[src/rtl/kmc_npr_if.sv]
// DMA bus side of the KMC11 NPR controller: request/ack handshake, address and data.
// The controller drives the request group (master); the bus returns ack and read data (slave).
interface kmc_npr_if;
  logic        dmaREQ;
  logic        dmaACK;
  logic        dmaWRITE;
  logic        dmaBYTE;
  logic        dmaHOLD;
  logic [17:0] dmaADDR;
  logic [15:0] dmaDATAO;
  logic [15:0] dmaDATAI;

  modport master (
    output dmaREQ, dmaWRITE, dmaBYTE, dmaHOLD, dmaADDR, dmaDATAO,
    input  dmaACK, dmaDATAI
  );

  modport slave (
    input  dmaREQ, dmaWRITE, dmaBYTE, dmaHOLD, dmaADDR, dmaDATAO,
    output dmaACK, dmaDATAI
  );
endinterface

[src/rtl/kmc_npr.sv]
// KMC11 NPR controller: microcode-written address/data/control registers plus a
// single-transfer bus request sequencer with a non-existent-memory timeout.
module kmc_npr #(
  parameter int NXM_TIMEOUT = 127
) (
  input  logic        clk,
  input  logic        rst,
  input  logic [7:0]  kmcOBUS,
  input  logic        kmcOWR,
  input  logic [2:0]  kmcOSEL,
  output logic [15:0] kmcNPRID,
  output logic [15:0] kmcNPROD,
  output logic [15:0] kmcNPRIA,
  output logic [15:0] kmcNPROA,
  output logic [7:0]  kmcNPRC,
  kmc_npr_if.master   dma
);

  typedef enum logic {
    ST_IDLE = 1'b0,
    ST_REQ  = 1'b1
  } state_t;

  localparam logic [7:0] CNT_LAST = 8'(NXM_TIMEOUT - 1);

  state_t      state_q, state_d;
  logic [15:0] nprid_q, nprid_d;
  logic [15:0] nprod_q, nprod_d;
  logic [15:0] npria_q, npria_d;
  logic [15:0] nproa_q, nproa_d;
  logic [7:0]  nprc_q,  nprc_d;
  logic [7:0]  cnt_q,   cnt_d;

  always_comb begin
    state_d = state_q;
    nprid_d = nprid_q;
    nprod_d = nprod_q;
    npria_d = npria_q;
    nproa_d = nproa_q;
    nprc_d  = nprc_q;
    cnt_d   = cnt_q;

    case (state_q)
      ST_IDLE: begin
        if (kmcOWR) begin
          case (kmcOSEL)
            3'd0: nprod_d[7:0]  = kmcOBUS;
            3'd1: nprod_d[15:8] = kmcOBUS;
            3'd2: npria_d[7:0]  = kmcOBUS;
            3'd3: npria_d[15:8] = kmcOBUS;
            3'd4: nproa_d[7:0]  = kmcOBUS;
            3'd5: nproa_d[15:8] = kmcOBUS;
            3'd6: begin
              // NXM is sticky: writing 1 keeps it, only writing 0 clears it.
              nprc_d = {kmcOBUS[7], 1'b0, kmcOBUS[5] & nprc_q[5], kmcOBUS[4:0]};
              if (kmcOBUS[0]) begin
                state_d = ST_REQ;
                cnt_d   = 8'd0;
              end
            end
            default: ;
          endcase
        end
      end

      ST_REQ: begin
        cnt_d = cnt_q + 8'd1;
        // ACK takes priority over a timeout landing on the same edge.
        if (dma.dmaACK) begin
          if (!nprc_q[1]) nprid_d = dma.dmaDATAI;
          nprc_d[0] = 1'b0;
          state_d   = ST_IDLE;
        end else if (cnt_q == CNT_LAST) begin
          nprc_d[5] = 1'b1;
          nprc_d[0] = 1'b0;
          state_d   = ST_IDLE;
        end
      end

      default: state_d = ST_IDLE;
    endcase
  end

  always_ff @(posedge clk) begin
    if (rst) begin
      state_q <= ST_IDLE;
      nprid_q <= 16'd0;
      nprod_q <= 16'd0;
      npria_q <= 16'd0;
      nproa_q <= 16'd0;
      nprc_q  <= 8'd0;
      cnt_q   <= 8'd0;
    end else begin
      state_q <= state_d;
      nprid_q <= nprid_d;
      nprod_q <= nprod_d;
      npria_q <= npria_d;
      nproa_q <= nproa_d;
      nprc_q  <= nprc_d;
      cnt_q   <= cnt_d;
    end
  end

  assign kmcNPRID = nprid_q;
  assign kmcNPROD = nprod_q;
  assign kmcNPRIA = npria_q;
  assign kmcNPROA = nproa_q;
  assign kmcNPRC  = nprc_q;

  assign dma.dmaREQ   = (state_q == ST_REQ);
  assign dma.dmaWRITE = nprc_q[1];
  assign dma.dmaBYTE  = nprc_q[4];
  assign dma.dmaHOLD  = nprc_q[7];
  assign dma.dmaADDR  = {nprc_q[3:2], nprc_q[1] ? nproa_q : npria_q};
  assign dma.dmaDATAO = nprod_q;

endmodule

[src/flat_wrapper.sv]
// flat-port wrapper written by rule: the top's interface ports become plain ports
module kmc_npr_flat 
#(
  parameter int NXM_TIMEOUT = 127
)
  (clk, rst, kmcOBUS, kmcOWR, kmcOSEL, kmcNPRID, kmcNPROD, kmcNPRIA, kmcNPROA, kmcNPRC, dma_dmaREQ, dma_dmaWRITE, dma_dmaBYTE, dma_dmaHOLD, dma_dmaADDR, dma_dmaDATAO, dma_dmaACK, dma_dmaDATAI);
  kmc_npr_if dma_i ();
  input  logic clk;
  input  logic rst;
  input  logic [7:0] kmcOBUS;
  input  logic kmcOWR;
  input  logic [2:0] kmcOSEL;
  output logic [15:0] kmcNPRID;
  output logic [15:0] kmcNPROD;
  output logic [15:0] kmcNPRIA;
  output logic [15:0] kmcNPROA;
  output logic [7:0] kmcNPRC;
  output wire logic [$bits(dma_i.dmaREQ)-1:0] dma_dmaREQ;
  output wire logic [$bits(dma_i.dmaWRITE)-1:0] dma_dmaWRITE;
  output wire logic [$bits(dma_i.dmaBYTE)-1:0] dma_dmaBYTE;
  output wire logic [$bits(dma_i.dmaHOLD)-1:0] dma_dmaHOLD;
  output wire logic [$bits(dma_i.dmaADDR)-1:0] dma_dmaADDR;
  output wire logic [$bits(dma_i.dmaDATAO)-1:0] dma_dmaDATAO;
  input wire logic [$bits(dma_i.dmaACK)-1:0] dma_dmaACK;
  input wire logic [$bits(dma_i.dmaDATAI)-1:0] dma_dmaDATAI;
  assign dma_dmaREQ = dma_i.dmaREQ;
  assign dma_dmaWRITE = dma_i.dmaWRITE;
  assign dma_dmaBYTE = dma_i.dmaBYTE;
  assign dma_dmaHOLD = dma_i.dmaHOLD;
  assign dma_dmaADDR = dma_i.dmaADDR;
  assign dma_dmaDATAO = dma_i.dmaDATAO;
  assign dma_i.dmaACK = dma_dmaACK;
  assign dma_i.dmaDATAI = dma_dmaDATAI;
  kmc_npr #(.NXM_TIMEOUT(NXM_TIMEOUT)) u_core (.clk(clk), .rst(rst), .kmcOBUS(kmcOBUS), .kmcOWR(kmcOWR), .kmcOSEL(kmcOSEL), .kmcNPRID(kmcNPRID), .kmcNPROD(kmcNPROD), .kmcNPRIA(kmcNPRIA), .kmcNPROA(kmcNPROA), .kmcNPRC(kmcNPRC), .dma(dma_i));
endmodule
[config.mk]
export PLATFORM = sky130hd
export DESIGN_NAME = kmc_npr_flat
export DESIGN_NICKNAME = d
export VERILOG_FILES = /design/src/rtl/kmc_npr_if.sv /design/src/rtl/kmc_npr.sv /design/src/flat_wrapper.sv
export SDC_FILE = /design/constraint.sdc
export NUM_CORES = 1
export LEC_CHECK = 0
export CAP_MARGIN = 20
export CORE_ASPECT_RATIO = 0.5
export CORE_MARGIN = 3
export CORE_UTILIZATION = 44
export DETAILED_ROUTE_END_ITERATION = 8
export PLACE_DENSITY = 0.84
export SLEW_MARGIN = 30
export SYNTH_ARGS = -nofsm -noshare
export SYNTH_HDL_FRONTEND = slang
export SYNTH_SLANG_ARGS = --single-unit
[constraint.sdc]
create_clock -name clk -period 2.15 [get_ports clk]
set_clock_uncertainty 0.2 [all_clocks]
set_input_delay 0.645 -clock clk [delete_from_list [all_inputs] [get_ports clk]]
set_output_delay 0.645 -clock clk [all_outputs]
set_load 0.1 [all_outputs]
==> results.sh, run 1 <==
export IMPL_fin_crit_ns=2.26
export IMPL_synth_compound_gate_area_share_pct=20.4
export IMPL_nets=590
export IMPL_violations="setup timing"
export IMPL_fin_util_pct=87.7
export IMPL_grt_max_degree=61
export IMPL_gp_congestion=0.851
export IMPL_dieHeight_um=69.7
export IMPL_finalCritPeriodShare_pct=105
export IMPL_p_total_uw=3990
export IMPL_ys_seq_elements=80
export IMPL_viasPerCell=6.31
export IMPL_outcome="finished with violations"
export IMPL_synth_xor_area_share_pct=0.245
export IMPL_cp_start_kind="flop"
export IMPL_synth_top_cell_by_area="dfxtp_1"
export IMPL_critical_path_required_ns=1.30
export IMPL_row_count=22
export IMPL_worst_ir_drop_vdd_mv=0.571
export IMPL_grt_first_pass_wirelength_um=25800
export IMPL_cts_root_buffer="clkbuf_16"
export IMPL_final_antenna_net_count=0
export IMPL_synth_area_um2=3570
export IMPL_finalSetupTns_ns=-1.44
export IMPL_cts_max_level=3
export IMPL_drive_above_1_share_pct=42.5
export IMPL_dr_total_vias=4218
export IMPL_grt_pass1_vias=4303
export IMPL_synth_top_family_by_area="compound AO/OA/AOI/OAI gates"
export IMPL_setup_viol=18
export IMPL_grt_use_total_pct=36.2
export IMPL_die_area_um2=9300
export IMPL_max_clock_freq_ghz=0.442
export IMPL_drv_slew=0
export IMPL_critPathMaxFanout=7
export IMPL_io_buffers=139
export IMPL_avgRoutedWirePerCell_um=25.6
export IMPL_num_io_pins=141
export IMPL_grt_antenna_before_repair=0
export IMPL_diodes=0
export IMPL_die_w_um=133
export IMPL_hold_violations=0
export IMPL_clock_latency_ns=0.35
export IMPL_overflow=0
export IMPL_final_cell_area_um2=6660
export IMPL_tritoncts="done"
export IMPL_area_growth_pct=86.4
export IMPL_syn_avg_cell_area_um2=8.37
export IMPL_route_detailed_drc=0
export IMPL_syn_inst=427
export IMPL_fin_ws_ns=-0.113
export IMPL_numCtsBuffers=9
export IMPL_p_per_area_nw_per_um2=599
export IMPL_synth_cell_types=38
export IMPL_clock_sinks=80
export IMPL_hold_buffers=0
export IMPL_drtIter0Drc=541
export IMPL_cp_arrival_ns=1.42
export IMPL_place_ws_ns=-0.293
export IMPL_critical_path_class="flop to output port"
export IMPL_finalWirelength_um=17100
export IMPL_yosys_area_top_type_share_pct=44.8
export IMPL_filler_cell_count=328
export IMPL_cap_violations=0
export IMPL_synth_fa_ha_area_share_pct=0.701
export IMPL_synthMuxAreaShare_pct=5.04
export IMPL_synthSimpleGateAreaFrac_pct=18.6
export IMPL_dp_hpwl_um=9980
export IMPL_core_area_um2=7600
export IMPL_endpoint_kind="output port"
export IMPL_synth_fp_nets=460
export IMPL_synth_area_leaders="dfxtp_1 (45%), a21oi_1 (11%), nand3_1 (7.4%), mux2_2 (5.0%), o21ai_1 (4.9%)"
export IMPL_rsz0062_at_grt="true"
export IMPL_initial_core_util_pct=47.0
export IMPL_clk_path_buf_depth=2
export IMPL_yosysWarnings=0
export IMPL_path_clk_slew_ns=0.06
export IMPL_seq_area_frac_synth_pct=44.8
export IMPL_drt_pass1_iterations=6
export IMPL_dpl_cell_area_um2=6270
export IMPL_hp_class="flop to flop"
export IMPL_p_leak_uw=0.00245
==> worst paths after layout <==
path	start	endpoint	slack [ns]	cells past startpoint
max	u_core.kmcNPRC[1]$_SDFFE_PP0P_	dma_dmaADDR[14]	-0.11	3
min	u_core.cnt_q[6]$_SDFFE_PP0P_	u_core.cnt_q[6]$_SDFFE_PP0P_	0.28	1
max reg2reg	u_core.dma.dmaREQ$_SDFF_PP0_	u_core.kmcNPROA[5]$_SDFFE_PP0P_	0.29	3
min reg2reg	u_core.cnt_q[6]$_SDFFE_PP0P_	u_core.cnt_q[6]$_SDFFE_PP0P_	0.28	1
==> registers in the layout, indices dropped and copies added, names as in the netlist <==
register and flops:
u_core.kmcNPROA 16, u_core.cnt_q 8, u_core.dma.dmaREQ 1, u_core.kmcNPRIA 16
u_core.kmcNPRID 16, u_core.dma.dmaDATAO 16, u_core.kmcNPRC 7
==> cell type report <==
class	count	area (um2)	share of cell area (%)
Clock buffer	10	239	3.59
Clock inverter	4	70.1	1.05
Inverter	3	11.3	0.169
Multi-Input combinational cell	286	1680	25.2
Sequential cell	80	1670	25.1
Tap cell	108	135	2.03
Timing Repair Buffer	177	2850	42.9
==> power breakdown <==
part | internal [uW] | switching (uW) | total, uW
sequential | 1510 | 42.3 | 1550
clock | 1030 | 622 | 1650
combinational | 276 | 508 | 784
total | 2820 | 1170 | 3990
==> cell usage in the layout, fill, tap and decap left out, drive strengths merged, types with 2 or more instances in the layout <==
| master | netlist | final |
|---|---|---|
| and3b | 2 | 2 |
| buf | 44 | 148 |
| or4 | 2 | 2 |
| ha | 2 | 2 |
| bufinv | 0 | 2 |
| o31ai | 3 | 3 |
| o21ai | 56 | 56 |
| nand2b | 6 | 6 |
| a21oi | 75 | 75 |
| or2 | 4 | 4 |
| nand4 | 3 | 3 |
| dfxtp | 80 | 80 |
| nand3b | 3 | 3 |
| nand2 | 37 | 37 |
| inv | 3 | 3 |
| nand3 | 53 | 53 |
| nor2b | 6 | 6 |
| mux2 | 16 | 16 |
| nor2 | 4 | 4 |
| clkbuf | 14 | 10 |
| clkdlybuf4s50 | 0 | 27 |
| clkinv | 0 | 2 |
| o211ai | 2 | 2 |
| or3b | 2 | 2 |
==> per-layer routing <==
layer	track usage, %	wire length [um]	vias up	share of wire (%)
met2	59.4	8060	351	47
met4	23.8	1250	0	7.3
met1	40.0	6020	2007	35
li1	-	-	1732	-
met5	0	0	-	0
met3	12.7	1780	128	10
==> per-stage QoR <==
stage               instances  hold WS [ns]
finish                    668         0.281
global placement          649         0.251
CTS                       668         0.273
global route              668         0.303
detailed placement        649         0.263
floorplan                 427         0.234
==> critical path, stage by stage (launching register included) <==
cell and delay, ns:
dfxtp_4 0.41, buf_12 0.15, mux2_4 0.33, buf_12 0.17
==> kinds of logic after synthesis <==
kind of cell,Yosys count
AO/OA/AOI/OAI,140
XOR/XNOR,1
AND/OR/NAND/NOR,126
flip-flops,80
other,1
buffers and inverters,61
multiplexers,16
adder cells (fa/ha/maj),2
==> synthesized netlist by cell type (all sizes together) <==
master,instances
a21oi,75
a221oi,1
and2,1
and3b,2
buf,44
clkbuf,14
conb,1
dfxtp,80
ha,2
inv,3
mux2,16
nand2,37
nand2b,6
nand3,53
nand3b,3
nand4,3
nand4b,1
nor2,4
nor2b,6
nor3,1
nor3b,1
o211ai,2
o21ai,56
o21bai,1
o221ai,1
o31ai,3
o41ai,1
or2,4
or3b,2
or4,2
xor2,1
==> what timing repair did <==
action,in CTS,in global routing
setup endpoints to repair,19,29
resized for setup,14,2
buffers inserted,5,0
gates cloned,0,0
(Power assumes the default switching activity.)
==> inputs of run 2 (changes only) <==
--- a/config.mk
+++ b/config.mk
@@ -15,3 +15,4 @@
 export SYNTH_ARGS = -nofsm -noshare
 export SYNTH_HDL_FRONTEND = slang
 export SYNTH_SLANG_ARGS = --single-unit
+export TNS_END_PERCENT = 1
==> run 2 against run 1 <==
Compared with the run above: the run still ends with setup timing left; clock-buffer cell count rose by 2; non-clock buffer count is 8 lower; global-route usage fell by 2.9 points; sequential share of layout area about the same; setup slack better by 0.026 ns; via count decreased by 2.0%; die area stayed put; critical path depth did not move; critical path type unchanged; largest cell class unchanged; largest power group is now sequential cells.
==> results.sh, run 2 (synthesis gave the netlist of run 1 again) <==
export IMPL_drv_slew=0
export IMPL_switching_share_pct=29.9
export IMPL_crit_top_cell="buf_12"
export IMPL_tritoncts="done"
export IMPL_dr_total_vias=4133
export IMPL_fin_ws_ns=-0.0863
export IMPL_cts_root_buffer="clkbuf_16"
export IMPL_crit_chain="buf_12, mux2_4, buf_12"
export IMPL_clockPowerShare_pct=40.1
export IMPL_fin_cells=662
export IMPL_final_cell_area_um2=6560
export IMPL_outcome="finished with violations"
export IMPL_internal_power_uw=2710
export IMPL_critPathMaxFanout=7
export IMPL_endpoint_kind="output port"
export IMPL_gp_congestion=0.835
export IMPL_p_per_area_nw_per_um2=589
export IMPL_dieHeight_um=69.7
export IMPL_num_io_pins=141
export IMPL_setup_viol=16
export IMPL_max_clock_freq_ghz=0.447
export IMPL_dpl_cell_area_um2=6170
export IMPL_final_antenna_net_count=0
export IMPL_grt_use_total_pct=33.3
export IMPL_io_buffers=139
export IMPL_hold_violations=0
export IMPL_viasPerCell=6.24
export IMPL_critical_path_required_ns=1.30
export IMPL_hp_class="flop to flop"
export IMPL_finalWirelength_um=15800
export IMPL_numCtsBuffers=9
export IMPL_clk_path_buf_depth=2
export IMPL_area_growth_pct=83.7
export IMPL_core_area_um2=7600
export IMPL_finalSetupTns_ns=-0.994
export IMPL_drive_above_1_share_pct=37.7
export IMPL_worstReg2RegStart="u_core.dma.dmaREQ$_SDFF_PP0_"
export IMPL_fin_crit_ns=2.24
export IMPL_grt_pass1_vias=4132
export IMPL_layout_commonest_cell="buf_12"
export IMPL_cp_slowest_cell="dfxtp_4"
export IMPL_worst_ir_drop_vdd_mv=0.611
export IMPL_initial_core_util_pct=47.0
export IMPL_grt_max_degree=35
export IMPL_avgRoutedWirePerCell_um=23.9
export IMPL_hold_buffers=0
export IMPL_clock_sinks=80
export IMPL_cp_arrival_ns=1.39
export IMPL_clock_latency_ns=0.34
export IMPL_die_area_um2=9300
export IMPL_drt_pass1_iterations=9
export IMPL_cts_max_level=3
export IMPL_layout_common_cells="buf_12 (116), a21oi_1 (75), nand3_1 (53)"
export IMPL_path_clk_slew_ns=0.07
export IMPL_crit_start="u_core.kmcNPRC[1]$_SDFFE_PP0P_"
export IMPL_p_leak_uw=0.00239
export IMPL_rsz0062_at_grt="true"
export IMPL_route_detailed_drc=0
export IMPL_worst_r2r_cell_count=4
export IMPL_dp_cells=641
export IMPL_cap_violations=0
export IMPL_nets=582
export IMPL_grt_first_pass_wirelength_um=24100
export IMPL_filler_cell_count=346
export IMPL_critical_path_class="flop to output port"
export IMPL_drtIter0Drc=624
export IMPL_violations="setup timing"
export IMPL_grt_antenna_before_repair=0
export IMPL_combPwrFrac_pct=19.8
export IMPL_place_ws_ns=-0.284
export IMPL_hp_start="u_core.cnt_q[6]$_SDFFE_PP0P_"
export IMPL_hold_path_depth=1
export IMPL_die_w_um=133
export IMPL_power_switching_uw=1160
export IMPL_diodes=0
export IMPL_seq_power_share_pct=40.0
export IMPL_row_count=22
export IMPL_cp_start_kind="flop"
export IMPL_critPathMaxStageDelay_ns=0.39
export IMPL_dp_hpwl_um=9540
export IMPL_overflow=0
export IMPL_finalCritPeriodShare_pct=104
## run 2: final timing paths
path | to | slack, ns
worst max register to register | u_core.kmcNPROA[9]$_SDFFE_PP0P_ | 0.21
worst min-delay path | u_core.cnt_q[6]$_SDFFE_PP0P_ | 0.26
worst max-delay path | dma_dmaADDR[5] | -0.09
worst min register to register | u_core.cnt_q[6]$_SDFFE_PP0P_ | 0.26
## run 2: timing repair
action	in CTS	in global routing
resized for setup	8	2
buffers inserted	5	0
endpoints found under the setup margin	16	39
endpoints found under the hold margin	0	0
## run 2: per-layer routing
| layer | share of wire [%] | vias to the layer above | track usage [%] |
|---|---|---|---|
| li1 | - | 1720 | - |
| met1 | 37 | 1958 | 37.3 |
| met2 | 48 | 322 | 58.0 |
| met3 | 9.6 | 133 | 9.64 |
| met4 | 5.8 | 0 | 17.1 |
| met5 | 0 | - | 0 |
## run 2: through the flow
step | hold WS [ns] | power (uW) | utilization [%]
floorplan | 0.234 | 1990 | -
global placement | 0.249 | 2290 | 81.2
detailed placement | 0.257 | 2310 | 81.2
CTS | 0.265 | 3850 | 86.3
global route | 0.275 | 3940 | 86.4
finish | 0.264 | 3860 | 86.4
## run 2: critical path: cells and delay by family (launching register included)
family   cells  cell delay, ns
flops        1            0.39
mux          1            0.33
buf+inv      2            0.32
## run 2: layout make-up
class	instances	area (um2)	share of cell area, %
clock buffers	12	246	3.76
repair buffers	169	2800	42.6
multi-input cells	286	1680	25.5
inverters	3	11.3	0.172
well taps	108	135	2.06
clock inverters	4	53.8	0.820
flip-flops and latches	80	1650	25.1
## run 2: power by group through the flow
stage	Sequential, uW	Combinational (uW)	Clock, uW
6_report	1550	767	1550
5_1_grt	1550	779	1610
4_1_cts	1550	749	1560
3_5_place_dp	1580	729	0
3_3_place_gp	1580	709	0
2_1_floorplan	1720	270	0
